### config.mk
export PLATFORM = sky130hd
export DESIGN_NAME = mem_arbiter
export DESIGN_NICKNAME = d
export VERILOG_FILES = /design/src/rtl/mem_arbiter.sv
export SDC_FILE = /design/constraint.sdc
export NUM_CORES = 1
export LEC_CHECK = 0
export CAP_MARGIN = 25
export CORE_MARGIN = 10
export CORE_UTILIZATION = 39
export DETAILED_ROUTE_END_ITERATION = 7
export DONT_BUFFER_PORTS = 1
export GPL_TIMING_DRIVEN = 0
export SYNTH_ARGS = -nofsm -noshare
export SYNTH_HDL_FRONTEND = slang
export SYNTH_SLANG_ARGS = --single-unit
export TNS_END_PERCENT = 1
### constraint.sdc
create_clock -name clock -period 5.8 [get_ports clock]
set_clock_uncertainty 0.15 [all_clocks]
set_input_delay 1.16 -clock clock [delete_from_list [all_inputs] [get_ports clock]]
set_output_delay 1.16 -clock clock [all_outputs]
set_load 0.02 [all_outputs]
### src/rtl/mem_arbiter.sv
`default_nettype none
// ============================================================================
// Module   : mem_arbiter
// Purpose  : Round-robin arbiter for a read master and a write master sharing
//            one pipelined memory port, with outstanding-read and burst caps.
// Revision : 1.0 - initial release
// ============================================================================
module mem_arbiter #(
    parameter int ADDR_WIDTH = 20,
    parameter int DATA_WIDTH = 16,
    parameter int BE_WIDTH   = DATA_WIDTH / 8,
    parameter int MAX_PEND   = 4,
    parameter int MAX_BURST  = 4
) (
    input  logic                  clock,
    input  logic                  reset,
    input  logic [ADDR_WIDTH-1:0] rd_address,
    input  logic [BE_WIDTH-1:0]   rd_byteenable,
    input  logic                  rd_read,
    output logic                  rd_waitrequest,
    output logic [DATA_WIDTH-1:0] rd_readdata,
    output logic                  rd_readdataready,
    input  logic [ADDR_WIDTH-1:0] wr_address,
    input  logic [BE_WIDTH-1:0]   wr_byteenable,
    input  logic [DATA_WIDTH-1:0] wr_writedata,
    input  logic                  wr_write,
    output logic                  wr_waitrequest,
    output logic [ADDR_WIDTH-1:0] mem_address,
    output logic [BE_WIDTH-1:0]   mem_byteenable,
    output logic [DATA_WIDTH-1:0] mem_writedata,
    output logic                  mem_read,
    output logic                  mem_write,
    input  logic [DATA_WIDTH-1:0] mem_readdata,
    input  logic                  mem_readdataready,
    input  logic                  mem_waitrequest,
    output logic [2:0]            pending,
    output logic                  idle,
    output logic                  rsp_err
);

    localparam logic [1:0] c_idle      = 2'd0;
    localparam logic [1:0] c_rd        = 2'd1;
    localparam logic [1:0] c_wr        = 2'd2;
    localparam logic [2:0] c_max_pend  = 3'(MAX_PEND);
    localparam logic [3:0] c_max_burst = 4'(MAX_BURST);

    logic [1:0] r_state;
    logic       r_last_wr;
    logic [3:0] r_burst_cnt;
    logic [2:0] r_pending;
    logic       r_rsp_err;

    logic w_rd_eff;
    logic w_wr_eff;
    logic w_rd_acc;
    logic w_wr_acc;
    logic w_burst_last;
    logic w_burst_sat;

    // A read blocked by the outstanding limit is treated as no request at all.
    assign w_rd_eff     = rd_read && (r_pending < c_max_pend);
    assign w_wr_eff     = wr_write;
    assign w_rd_acc     = (r_state == c_rd) && w_rd_eff && !mem_waitrequest;
    assign w_wr_acc     = (r_state == c_wr) && w_wr_eff && !mem_waitrequest;
    assign w_burst_last = ({1'b0, r_burst_cnt} + 5'd1) >= {1'b0, c_max_burst};
    assign w_burst_sat  = (r_burst_cnt == c_max_burst);

    assign rd_readdata      = mem_readdata;
    assign rd_readdataready = mem_readdataready;
    assign mem_writedata    = wr_writedata;
    assign pending          = r_pending;
    assign idle             = (r_state == c_idle) && (r_pending == 3'd0);
    assign rsp_err          = r_rsp_err;

    always_comb begin
        mem_read       = 1'b0;
        mem_write      = 1'b0;
        mem_address    = rd_address;
        mem_byteenable = rd_byteenable;
        rd_waitrequest = 1'b1;
        wr_waitrequest = 1'b1;
        case (r_state)
            c_rd: begin
                mem_read       = w_rd_eff;
                rd_waitrequest = mem_waitrequest || !w_rd_eff;
            end
            c_wr: begin
                mem_write      = w_wr_eff;
                mem_address    = wr_address;
                mem_byteenable = wr_byteenable;
                wr_waitrequest = mem_waitrequest || !w_wr_eff;
            end
            default: ;
        endcase
    end

    // Burst count saturates so a lone master can stream indefinitely yet still
    // yields on its next accept once the other side starts requesting.
    always_ff @(posedge clock or posedge reset) begin
        if (reset) begin
            r_state     <= c_idle;
            r_last_wr   <= 1'b1;
            r_burst_cnt <= 4'd0;
        end else begin
            case (r_state)
                c_idle: begin
                    r_burst_cnt <= 4'd0;
                    if (w_rd_eff && (!w_wr_eff || r_last_wr)) begin
                        r_state <= c_rd;
                    end else if (w_wr_eff) begin
                        r_state <= c_wr;
                    end
                end
                c_rd: begin
                    if (!w_rd_eff || (w_rd_acc && w_burst_last && w_wr_eff)) begin
                        r_state     <= w_wr_eff ? c_wr : c_idle;
                        r_last_wr   <= 1'b0;
                        r_burst_cnt <= 4'd0;
                    end else if (w_rd_acc && !w_burst_sat) begin
                        r_burst_cnt <= r_burst_cnt + 4'd1;
                    end
                end
                c_wr: begin
                    if (!w_wr_eff || (w_wr_acc && w_burst_last && w_rd_eff)) begin
                        r_state     <= w_rd_eff ? c_rd : c_idle;
                        r_last_wr   <= 1'b1;
                        r_burst_cnt <= 4'd0;
                    end else if (w_wr_acc && !w_burst_sat) begin
                        r_burst_cnt <= r_burst_cnt + 4'd1;
                    end
                end
                default: begin
                    r_state     <= c_idle;
                    r_burst_cnt <= 4'd0;
                end
            endcase
        end
    end

    always_ff @(posedge clock or posedge reset) begin
        if (reset) begin
            r_pending <= 3'd0;
            r_rsp_err <= 1'b0;
        end else begin
            if (w_rd_acc && !mem_readdataready) begin
                r_pending <= r_pending + 3'd1;
            end else if (!w_rd_acc && mem_readdataready && (r_pending != 3'd0)) begin
                r_pending <= r_pending - 3'd1;
            end
            if (mem_readdataready && (r_pending == 3'd0)) begin
                r_rsp_err <= 1'b1;
            end
        end
    end

endmodule
`default_nettype wire

==> results of run 1 <==
area by class of cell:
type	instances	area, µm²	share of cell area, %
clock buffer	4	26.3	1.84
multi-input combinational	94	764	53.6
sequential	11	277	19.4
buffer	36	259	18.2
tap	46	57.6	4.04
inverter	11	42.5	2.98
worst paths after layout:
path,startpoint,endpoint,slack (ns),depth (start not counted)
max,r_state[0],mem_address[12],2.37,5
min,r_state[1],r_state[1],0.44,1
max reg2reg,pending[2],pending[2],3.08,7
min reg2reg,r_state[1],r_state[1],0.44,1
max in group asynchronous,reset,r_last_wr,4.54,1
min in group asynchronous,reset,r_burst_cnt[1],0.62,1
cell usage in the layout (no fill, tap or decap), drive strengths merged, types with 2 or more instances in the layout:
cell type | synthesis | final
nand2b | 5 | 5
inv | 10 | 10
nor3 | 4 | 4
mux2 | 22 | 22
a21oi | 9 | 9
a21o | 2 | 2
a211o | 2 | 2
clkbuf | 3 | 7
nor2 | 11 | 11
nand3 | 2 | 2
a22o | 2 | 2
dfrtp | 10 | 10
o21ai | 5 | 5
buf | 33 | 33
ha | 6 | 6
nand2 | 4 | 4
report_power, final:
group          switching (W)  leakage (nW)  internal [W]
Sequential         0.0000511         0.137      0.000101
Combinational       0.000211         0.471      0.000143
Clock              0.0000295        0.0150     0.0000267
Total               0.000291         0.623      0.000271
worst max-delay path, delay by kind of cell (launching register included):
kind | cells | cell delay, ns
buffers and inverters | 3 | 0.83
DFF | 1 | 0.42
adders and majority gates | 1 | 0.14
muxes | 1 | 0.46
kinds of logic after synthesis:
kind of cell,after synthesis,synth area share [%]
compound gates,31,17.5
buf+inv,47,22.5
flops,11,20.6
mux,22,18.5
simple gates,34,13.9
fa+ha+maj,7,7.08
layer usage:
metal	track usage, %	vias up	share of wire (%)
met2	22.6	77	52
li1	-	508	-
met4	3.76	0	0.95
met3	6.72	5	13
met1	12.2	491	34
met5	0	-	0
metrics by stage:
stage,power [W],util (%)
floorplan,0.000454,-
global placement,0.000506,42.0
detailed placement,0.000511,42.0
CTS,0.000568,42.7
global route,0.000606,42.7
finish,0.000562,42.7
state kept, by name, indices dropped and copies added (netlist names):
signal       flops
pending          3
rsp_err          1
r_state          2
r_last_wr        1
r_burst_cnt      4
Yosys cell counts:
cell type   n
dfrtp_1    10
nand2_2     1
o32a_1      1
buf_4      33
nor3_1      4
o211a_1     1
a21o_1      2
o21ai_0     5
mux2_2     22
and2_1      1
a22o_1      2
a2111oi_4   1
or4_1       1
o22ai_1     1
a21boi_1    1
fa_1        1
clkinv_2    1
nand4_1     1
a31oi_1     1
nand4b_1    1
nor2_1     11
and3b_1     1
nand2_1     3
a211o_1     2
clkbuf_1    3
nand2b_1    5
o211ai_1    1
a21oi_1     9
inv_1      10
dfstp_2     1
nor2b_1     1
or2_2       1
o31a_1      1
a2bb2oi_2   1
nand3_1     2
ha_1        6
and4bb_4    1
o221ai_1    1
o21a_1      1
==> out/results.tsv, run 1 <==
stage	metric	value	unit
clocking	htreeDepth	1	
critical_path	worst_path_largest_cell_delay	0.46	ns
floorplanning	dieArea	6190	µm²
grt	grtUsageTotal	12.6	%
drt	dr.pass1.iters	4	
layout	fin_area	1430	µm²
sta	setup_viol	0	
layout	fin_cells	202	
placed_design	place_inst	198	
drt	drc	0	
clocking	cts_tree	built	
critical_path	cp_slowest_cell	mux2_2	
critical_path	worstPathRequired	4.49	ns
clocking	hold_buffers	0	
sta	period_share	59.2	%
run_status	status	completed	
grt	grt_overflow	0	
synthesis	synth_area_leaders	dfrtp_1, buf_4, mux2_2, ha_1, a21oi_1	
floorplanning	rows	21	
placed_design	placed_area	1400	µm²
floorplanning	fp.coreArea	3340	µm²
hold_path	min_path_type	register to register	
clocking	clk_pin_slew_worst_paths	0.08	ns
critical_path	cp_max_fo	10	
sta	worst-slew-pin-transition	0.500	ns
clocking	clock_latency	0.27	ns
critical_path	critPathMostFrequentCell	clkbuf_1	
floorplanning	io_pins	146	
critical_path	crit_type	register to output pin	
synthesis	netlist.area_leader.share	18.6	%
synthesis	synth.net_count	241	
clocking	postCtsSetupBuffers	0	
critical_path	arrival	2.12	ns
synthesis	syn_inst	152	
floorplanning	die_w	78.7	µm
drt	drt.antenna.violating_nets	0	
placed_design	pre_cts_ws	2.57	ns
placed_design	hpwlAfterDp	3950	µm
placed_design	gp_congestion	0.835	
clocking	clockBufferDepth	2	
synthesis	synth.avg_cell_area	8.83	µm²
sta	fin_ws	2.37	ns
drt	drt-initial-drc-count	20	
sta	timing.hold.ws	0.441	ns
drt	avgViaCountPerCell	5.35	
power_and_ir_drop	p_leak	0.623	nW
layout	diodes	0	
sta	hold_viol	0	
grt	grt_max_degree	12	
synthesis	ys_warn_count	0	
layout	nets	246	
sta	rsz0062_at_grt	no	
clocking	cts_resized	0	
grt	antenna_found_initial	0	
power_and_ir_drop	power_density	394	nW/µm²
critical_path	cp_cell_sequence	inv_1 -> ha_1 -> clkbuf_1 -> clkbuf_1 -> mux2_2	
synthesis	synth.largest_area_cell	dfrtp_1	
flow_run	cap_violations	0	
grt	grt_first_pass_wirelength	6490	µm
synthesis	ys_seq_elements	11	
sta	period_minus_slack	3.43	ns
layout	layout-drive-gt1-share	41.7	%
floorplanning	die_y	78.7	µm
sta	max_freq	291	MHz
layout	num-fill-cells	330	
placed_design	port-buffer-count	0	
floorplanning	initial_core_util	40.2	%
clocking	cts_made_buffers	3	
sta	fin_setup_tns	0	ns
drt	routed_wl	4420	µm
sta	maxSlewViolCount	0	
critical_path	critPathLaunchType	register	
grt	grt_pass1_vias	1214	
clocking	root_buffer	clkbuf_4	
synthesis	syn-cell-area	1340	µm²
critical_path	worst_setup_path_end_kind	output pin	
drt	vias	1081	
sta	relSlewSlack	66.7	%
power_and_ir_drop	ir_drop	0.132	mV
clocking	clock-sinks	11	
layout	area_growth	6.24	%
drt	detail_route.wl_per_cell	21.9	µm
synthesis	synthDistinctLibCells	39	
synthesis	seq_area_frac_synth	20.6	%
No activity file was read; power rests on OpenSTA's default activity.
==> inputs of run 2 (changes only) <==
- clock period: 5.8 -> 2.8 ns (I/O delays scaled with it)
==> run 2 against run 1 <==
Compared with the run above: hold slack got worse by 0.42 ns; core utilization up 0.26 points; count of clock-buffer cells in the layout unchanged; sequential share of layout area decreased by 0.12 points; worst setup slack worse by 2.2 ns; first-iteration DRC count is 15% lower; critical path depth up 2.
==> out/results.tsv, run 2 (synthesis gave the netlist of run 1 again) <==
stage	metric	value	unit	change
critical_path	cp_cell_sequence	and4bb_4 -> clkinv_2 -> nor2_2 -> inv_1 -> fa_1 -> or4_1 -> o211ai_1		was inv_1 -> ha_1 -> clkbuf_1 -> clkbuf_1 -> mux2_2
drt	drc	0		unchanged
power_and_ir_drop	power.total	0.00117	W	was 0.000562 W
clocking	cts_tree	built		unchanged
sta	relSlewSlack	69.3	%	was 66.7%
placed_design	placed_area	1400	µm²	unchanged
floorplanning	die_w	78.7	µm	unchanged
floorplanning	rows	21		unchanged
clocking	root_buffer	clkbuf_4		unchanged
drt	vias	1079		was 1081
clocking	clock_latency	0.27	ns	about the same
layout	final_cell_mix	buf_4, mux2_2, inv_1, nor2_1, dfrtp_1		was buf_4, mux2_2, nor2_1
power_and_ir_drop	ir_drop	0.292	mV	was 0.132 mV
power_and_ir_drop	p_leak	0.632	nW	was 0.623 nW
sta	worst-slew-pin-transition	0.460	ns	was 0.500 ns
sta	rsz0062_at_grt	no		unchanged
grt	antenna_found_initial	0		unchanged
grt	grt_pass1_vias	1214		unchanged
layout	layout-drive-gt1-share	44.2	%	was 41.7%
floorplanning	io_pins	146		unchanged
critical_path	critPathTopFamily	simple AND/OR/NAND/NOR gates		was buffers and inverters
critical_path	crit_buf_inv	2		was 3
sta	period_share	94.1	%	
layout	num-fill-cells	327		was 330
drt	drt.antenna.violating_nets	0		unchanged
clocking	htreeDepth	1		unchanged
sta	hold_viol	0		unchanged
floorplanning	dieArea	6190	µm²	unchanged
drt	detail_route.wl_per_cell	21.8	µm	was 21.9 µm
clocking	clk_pin_slew_worst_paths	0.08	ns	about the same
drt	routed_wl	4410	µm	was 4420 µm
clocking	cts_made_buffers	3		unchanged
clocking	postCtsSetupBuffers	0		unchanged
grt	grt_max_degree	12		unchanged
layout	layout.area.seq	277	µm²	unchanged
placed_design	port-buffer-count	0		unchanged
flow_run	cap_violations	0		unchanged
grt	grt_overflow	0		unchanged
layout	area_growth	6.90	%	was 6.24%
clocking	clock-sinks	11		unchanged
placed_design	hpwlAfterDp	3950	µm	unchanged
layout	multiInputGateArea	767	µm²	was 764 µm²
layout	diodes	0		unchanged
floorplanning	initial_core_util	40.2	%	unchanged
drt	drt-initial-drc-count	17		was 20
critical_path	critPathLaunchType	register		unchanged
placed_design	gp_congestion	0.835		unchanged
clocking	clockBufferDepth	2		unchanged
critical_path	arrival	2.68	ns	was 2.12 ns
sta	setup_viol	0		unchanged
critical_path	cp_max_fo	10		unchanged
drt	dr.pass1.iters	4		unchanged
layout	nets	246		unchanged
sta	fin_setup_tns	0	ns	unchanged
layout	top_register	r_burst_cnt		unchanged
layout	fin_area	1440	µm²	was 1430 µm²
grt	grt_first_pass_wirelength	6490	µm	unchanged
layout	final_util	43.0	%	was 42.7%
run_status	status	completed		unchanged
floorplanning	fp.coreArea	3340	µm²	unchanged
layout	mostFrequentLayoutCell	buf_4		unchanged
critical_path	worst_setup_path_end_kind	register		was output pin
sta	max_freq	379	MHz	
drt	avgViaCountPerCell	5.34		was 5.35
critical_path	worst_path_largest_cell_delay	0.54	ns	was 0.46 ns
sta	period_minus_slack	2.64	ns	
critical_path	worstPathRequired	2.85	ns	was 4.49 ns
floorplanning	die_y	78.7	µm	unchanged
hold_path	min_path_type	input port to asynchronous set/reset pin		was register to register
sta	maxSlewViolCount	0		unchanged
layout	largest_register_ffs	4		unchanged
critical_path	cp_slowest_cell	dfrtp_1		was mux2_2
power_and_ir_drop	power_density	816	nW/µm²	was 394 nW/µm²
sta	timing.hold.ws	0.0223	ns	was 0.441 ns
grt	grtUsageTotal	12.6	%	unchanged
critical_path	crit_type	register to register		was register to output pin
-- run 2: cell types whose count changed in the layout (fill, tap and decap cells not counted) --
cell      before  now
clkbuf_1       4    1
clkbuf_4       3    4
clkbuf_2       0    2
nor2_2         0    1
nor2_1        11   10
-- run 2: final cells by class --
class                   instances  share of cell area, %
multi-input cells              94                   53.4
well taps                      46                   4.01
clock buffers                   4                   1.83
plain buffers                  36                   18.5
inverters                      11                   2.96
flip-flops and latches         11                   19.3
-- run 2: routing by layer --
metal	vias up	GRT usage, %	share of wire (%)
met5	-	0	0
met4	0	3.76	0.91
met3	4	6.72	13
met2	76	22.6	53
met1	491	12.2	33
li1	508	-	-
-- run 2: repair_timing --
item	CTS	global route
setup endpoints to repair	20	21
hold buffers	0	0
gates resized for setup	2	5
cloned	0	0
-- run 2: power by group --
part | total, W | internal, W | switching, W | leakage, nW
registers | 0.000314 | 0.000209 | 0.000106 | 0.137
clock network | 0.000116 | 0.0000552 | 0.0000610 | 0.0150
logic | 0.000740 | 0.000305 | 0.000436 | 0.480
-- run 2: worst paths after layout --
path | start | to | slack [ns] | cells past startpoint
min | reset | r_burst_cnt[1] | 0.02 | 1
max in group asynchronous | reset | r_last_wr | 2.13 | 1
min reg2reg | r_state[1] | r_state[1] | 0.44 | 1
min in group clock | mem_readdataready | rsp_err | 0.25 | 1
max reg2reg | pending[2] | pending[2] | 0.16 | 7
max | pending[2] | pending[2] | 0.16 | 7
-- run 2: per-stage QoR --
| stage | worst slack (ns) | cells |
|---|---|---|
| 4_1_cts | 0.0766 | 202 |
| 3_3_place_gp | 0.135 | 198 |
| 3_5_place_dp | 0.0864 | 198 |
| 5_1_grt | 0.0162 | 202 |
| 2_1_floorplan | 0.279 | 152 |
| 6_report | 0.164 | 202 |
